--- src/rtl/code_serializer.sv ---
// Code serializer: shifts a latched code out MSB first, either once or as an
// ascending sweep up to all-ones, with optional idle gaps between codes.
module code_serializer #(
  parameter int WIDTH      = 4,
  parameter int GAP_CYCLES = 0
) (
  input  logic             clk,
  input  logic             reset,
  input  logic             start,
  input  logic [WIDTH-1:0] code,
  input  logic             sweep,
  output logic             data,
  output logic             bit_valid,
  output logic             busy,
  output logic [WIDTH-1:0] cur_code,
  output logic             code_done,
  output logic             all_done
);

  localparam int BW = (WIDTH > 1) ? $clog2(WIDTH) : 1;
  localparam int GW = (GAP_CYCLES > 1) ? $clog2(GAP_CYCLES) : 1;
  localparam logic [BW-1:0]    BIT_TOP  = BW'(WIDTH - 1);
  localparam logic [GW-1:0]    GAP_LAST = GW'((GAP_CYCLES > 0) ? GAP_CYCLES - 1 : 0);
  localparam logic [WIDTH-1:0] ONES     = '1;

  typedef enum logic [1:0] {IDLE, SHIFT, GAP} state_t;

  state_t           state, state_n;
  logic             sweep_q, sweep_n;
  logic [BW-1:0]    bit_cnt, bit_cnt_n;
  logic [GW-1:0]    gap_cnt, gap_cnt_n;
  logic [WIDTH-1:0] cur_code_n;
  logic             data_n, bit_valid_n, busy_n, code_done_n, all_done_n;

  // The "load" signals describe the bit that will be presented next cycle,
  // so every path that puts a bit on the wire shares one output decoder.
  logic             load_en;
  logic [WIDTH-1:0] load_code;
  logic [BW-1:0]    load_idx;
  logic             load_sweep;

  // Next-state and next-output decode; outputs are computed one cycle early
  // so they can be registered alongside the state.
  always_comb begin
    state_n     = state;
    cur_code_n  = cur_code;
    sweep_n     = sweep_q;
    bit_cnt_n   = bit_cnt;
    gap_cnt_n   = gap_cnt;
    data_n      = 1'b0;
    bit_valid_n = 1'b0;
    busy_n      = 1'b0;
    code_done_n = 1'b0;
    all_done_n  = 1'b0;
    load_en     = 1'b0;
    load_code   = cur_code;
    load_idx    = BIT_TOP;
    load_sweep  = sweep_q;

    case (state)
      IDLE: begin
        if (start) begin
          state_n    = SHIFT;
          cur_code_n = code;
          sweep_n    = sweep;
          load_en    = 1'b1;
          load_code  = code;
          load_sweep = sweep;
        end
      end
      SHIFT: begin
        if (bit_cnt != '0) begin
          load_en  = 1'b1;
          load_idx = bit_cnt - 1'b1;
        end else if (!sweep_q || cur_code == ONES) begin
          state_n   = IDLE;
          bit_cnt_n = BIT_TOP;
        end else begin
          cur_code_n = cur_code + 1'b1;
          bit_cnt_n  = BIT_TOP;
          if (GAP_CYCLES == 0) begin
            load_en   = 1'b1;
            load_code = cur_code + 1'b1;
          end else begin
            state_n   = GAP;
            gap_cnt_n = '0;
            busy_n    = 1'b1;
          end
        end
      end
      GAP: begin
        busy_n = 1'b1;
        if (gap_cnt == GAP_LAST) begin
          state_n   = SHIFT;
          gap_cnt_n = '0;
          load_en   = 1'b1;
        end else begin
          gap_cnt_n = gap_cnt + 1'b1;
        end
      end
      default: begin
        state_n = IDLE;
      end
    endcase

    if (load_en) begin
      bit_cnt_n   = load_idx;
      data_n      = load_code[load_idx];
      bit_valid_n = 1'b1;
      busy_n      = 1'b1;
      code_done_n = (load_idx == '0);
      all_done_n  = (load_idx == '0) && (!load_sweep || load_code == ONES);
    end
  end

  // State and registered outputs; reset wins over any pending start.
  always_ff @(posedge clk) begin
    if (reset) begin
      state     <= IDLE;
      cur_code  <= '0;
      sweep_q   <= 1'b0;
      bit_cnt   <= BIT_TOP;
      gap_cnt   <= '0;
      data      <= 1'b0;
      bit_valid <= 1'b0;
      busy      <= 1'b0;
      code_done <= 1'b0;
      all_done  <= 1'b0;
    end else begin
      state     <= state_n;
      cur_code  <= cur_code_n;
      sweep_q   <= sweep_n;
      bit_cnt   <= bit_cnt_n;
      gap_cnt   <= gap_cnt_n;
      data      <= data_n;
      bit_valid <= bit_valid_n;
      busy      <= busy_n;
      code_done <= code_done_n;
      all_done  <= all_done_n;
    end
  end

endmodule
--- config.mk ---
export PLATFORM = sky130hd
export DESIGN_NAME = code_serializer
export DESIGN_NICKNAME = d
export VERILOG_FILES = /design/src/rtl/code_serializer.sv
export SDC_FILE = /design/constraint.sdc
export NUM_CORES = 1
export LEC_CHECK = 0
export CAP_MARGIN = 20
export CORE_ASPECT_RATIO = 1.2
export CORE_MARGIN = 2
export CORE_UTILIZATION = 42
export CTS_CLUSTER_DIAMETER = 80
export DETAILED_ROUTE_END_ITERATION = 10
export MAX_ROUTING_LAYER = met4
export PLACE_DENSITY = 0.7
export SLEW_MARGIN = 20
export SYNTH_ARGS = -nofsm -noshare
export SYNTH_HDL_FRONTEND = slang
export SYNTH_SLANG_ARGS = --single-unit
--- constraint.sdc ---
create_clock -name clk -period 1.7 [get_ports clk]
set_input_delay 0.34 -clock clk [delete_from_list [all_inputs] [get_ports clk]]
set_output_delay 0.34 -clock clk [all_outputs]
set_load 0.005 [all_outputs]
==> flow_summary.json <==
{
  "setup_violations": 0,
  "slew_headroom": 0.656,
  "antenna_cells": 0,
  "avgSynthCellArea_sq_um": 8.66,
  "clock_latency_ns": 0.28,
  "coreArea_sq_mm": 0.00148,
  "grt_pass1_vias": 655,
  "drv_slew": 0,
  "synth_edf_count": 0,
  "synth_seq_area_share": 0.351,
  "place_congestion": 0.907,
  "first_pass_iters": 4,
  "reg2reg_from": "bit_cnt[0]",
  "ys.flop_type": "dfxtp_1",
  "fill_cells": 125,
  "boundaryPins": 17,
  "dieArea_sq_mm": 0.00197,
  "dp_hpwl_um": 1380,
  "power_leakage_nw": 0.437,
  "cts.sinks": 12,
  "route.antenna.remaining_nets": 0,
  "cts_made_buffers": 3,
  "synthTopCellsByCount": "12 x dfxtp_1, 9 x nor2b_1, 6 x a211oi_1, 5 x nand2_1",
  "status": "complete, no violations",
  "powerDensity_mw_per_mm2": 674,
  "routed_via_density": 5.64,
  "initial_core_util": 0.462,
  "syn_inst": 79,
  "grt.busiest_layer": "met2",
  "synth_top_area_share": 0.351,
  "hp-class": "flip-flop to flip-flop",
  "row_count": 15,
  "track_usage": 0.240,
  "yosys.area.top_type": "dfxtp_1",
  "finalHoldViolations": 0,
  "final_cell_area_sq_mm": 0.00109,
  "r2r_slack_ns": 0.007,
  "nets": 123,
  "placed_cells": 124,
  "cts_tree": "done",
  "clock_path_buffers": 2,
  "drive_gt1_frac": 0.375,
  "yosysUniqueCellTypes": 34,
  "r2r_end": "all_done",
  "synth_area_leaders": "dfxtp_1 35%, nor2b_1 8.2%, a211oi_1 6.6%",
  "fmax_mhz": 591,
  "endpoint": "all_done",
  "ys_ff_latch": 12,
  "fin_skew_ns": 0.00380,
  "die_y_um": 48.2,
  "synthesis.nets": 89,
  "worstSetupStartpointType": "flip-flop",
  "synthArstFlopShare": 0,
  "tightest_slew_ns": 0.515,
  "grt_start_max_net_pins": 14,
  "stdcell_count": 129,
  "gr-total-overflow": 0,
  "fin_crit_sh": 0.996,
  "worstSetupStartpoint": "bit_cnt[0]",
  "place_area_sq_um": 982,
  "fin_crit_ns": 1.69,
  "grt.met1_usage": 0.293,
  "setup_tns_ns": 0,
  "multi_input_area_sq_um": 485,
  "yosysMostFrequentCell": "dfxtp_1",
  "seq_area_sq_um": 245,
  "drt_iter0_markers": 9,
  "grt_pass1_wl_um": 2990,
  "maxCapViolations": 0,
  "met2_usage": 0.384,
  "cp.required_ns": 1.87,
  "die_x_um": 40.9,
  "path_class": "flip-flop to flip-flop",
  "crit_arrival_ns": 1.87,
  "antenna_found_initial": 0,
  "clk_pin_slew_ns": 0.08,
  "num_vias": 728,
  "clk_root_buffer_cell": "clkbuf_4",
  "final_core_util": 0.738,
  "yosys_warnings": 0,
  "endpoint_kind": "flip-flop",
  "post_drt_wl_per_cell_um": 15.2,
  "critical_path.max_fanout": 3,
  "drc": 0,
  "numPortBuffers": 16,
  "wirelength_um": 1960,
  "synthToLayoutAreaGrowth_pct": 60.0,
  "cts_htree_levels": 1,
  "cts_hold_buffers": 0,
  "grt_setup_unrepaired": "yes",
  "rr_worst_depth": 7,
  "met3_usage": 0.0411,
  "ir_drop_mv": 0.503,
  "syn_area_sq_um": 684
}
[state kept, by name, summed over array words and instances, names as in the netlist]
signal / count
sweep_q: 1
cur_code: 4
bit_cnt: 2
bit_valid: 1
all_done: 1
code_done: 1
data: 1
state: 1
[metal layers]
layer | wire length, um | share of wire | vias up
li1 | - | - | 356
met1 | 920 | 0.47 | 350
met2 | 914 | 0.47 | 15
met3 | 59 | 0.030 | 7
met4 | 62 | 0.032 | 0
met5 | 0 | 0 | -
[logic make-up (layout without fill, tap and decap cells)]
| group | Yosys count | count (layout) | share of synthesized area |
|---|---|---|---|
| simple gates | 35 | 35 | 0.300 |
| buf+inv | 7 | 40 | 0.0475 |
| fa+ha+maj | 2 | 2 | 0.0366 |
| mux | 3 | 3 | 0.0439 |
| compound gates | 20 | 20 | 0.221 |
| flops | 12 | 12 | 0.351 |
[worst min path at each step]
stage / from / to / slack (ns) / cells past startpoint
global route: bit_cnt[1] / bit_cnt[1] / 0.55 / 2
CTS: bit_cnt[1] / bit_cnt[1] / 0.51 / 2
finish: bit_cnt[1] / bit_cnt[1] / 0.53 / 2
detailed placement: bit_cnt[1] / bit_cnt[1] / 0.49 / 2
floorplan: reset / bit_valid / 0.42 / 1
global placement: bit_cnt[1] / bit_cnt[1] / 0.49 / 2
[final cells by class]
cell class | count | area share
multi-input combinational | 60 | 0.443
timing repair buffer | 34 | 0.273
sequential | 12 | 0.224
clock buffer | 4 | 0.0331
tap | 17 | 0.0194
inverter | 2 | 0.00686
[metrics by stage]
stage	power, mW	hold WS [ns]	setup slack, ns
after CTS	0.729	0.508	-0.0131
final	0.738	0.528	0.00691
after global routing	0.772	0.549	-0.0416
after global placement	0.488	0.487	-0.167
after detailed placement	0.490	0.488	-0.198
after floorplan	0.404	0.421	0.0242
[worst max-delay path, cell delays in order, from the launching register on]
cell	delay [ns]
dfxtp_2	0.33
inv_2	0.07
ha_4	0.15
nand2_4	0.05
or4b_4	0.51
a31o_1	0.22
a41oi_2	0.20
nor4_2	0.05
[cells in the final DEF (no fill, tap or decap), types with 2 or more instances in the layout]
master           instances
a31oi_1                  3
a211oi_1                 4
nor3_1                   2
a211oi_2                 2
nor2b_1                  9
mux2i_1                  3
dfxtp_1                  8
nor2_1                   4
buf_4                   17
nand3_1                  2
nand2b_1                 3
dfxtp_2                  4
nand2_1                  5
ha_4                     2
clkbuf_4                 3
clkdlybuf4s50_1         16
inv_2                    2
[report_power, final]
| part | switching, mW | total, mW | internal (mW) |
|---|---|---|---|
| logic | 0.0815 | 0.188 | 0.106 |
| registers | 0.0208 | 0.321 | 0.300 |
| clock network | 0.0984 | 0.229 | 0.130 |
| total | 0.201 | 0.738 | 0.537 |
[what timing repair did]
| action | in CTS | in global routing |
|---|---|---|
| resized for setup | 5 | 13 |
| endpoints found under the setup margin | 3 | 3 |
| pin swaps | 2 | 3 |
| setup buffers | 1 | 0 |
Note: power is estimated with default switching activity, not from simulation.
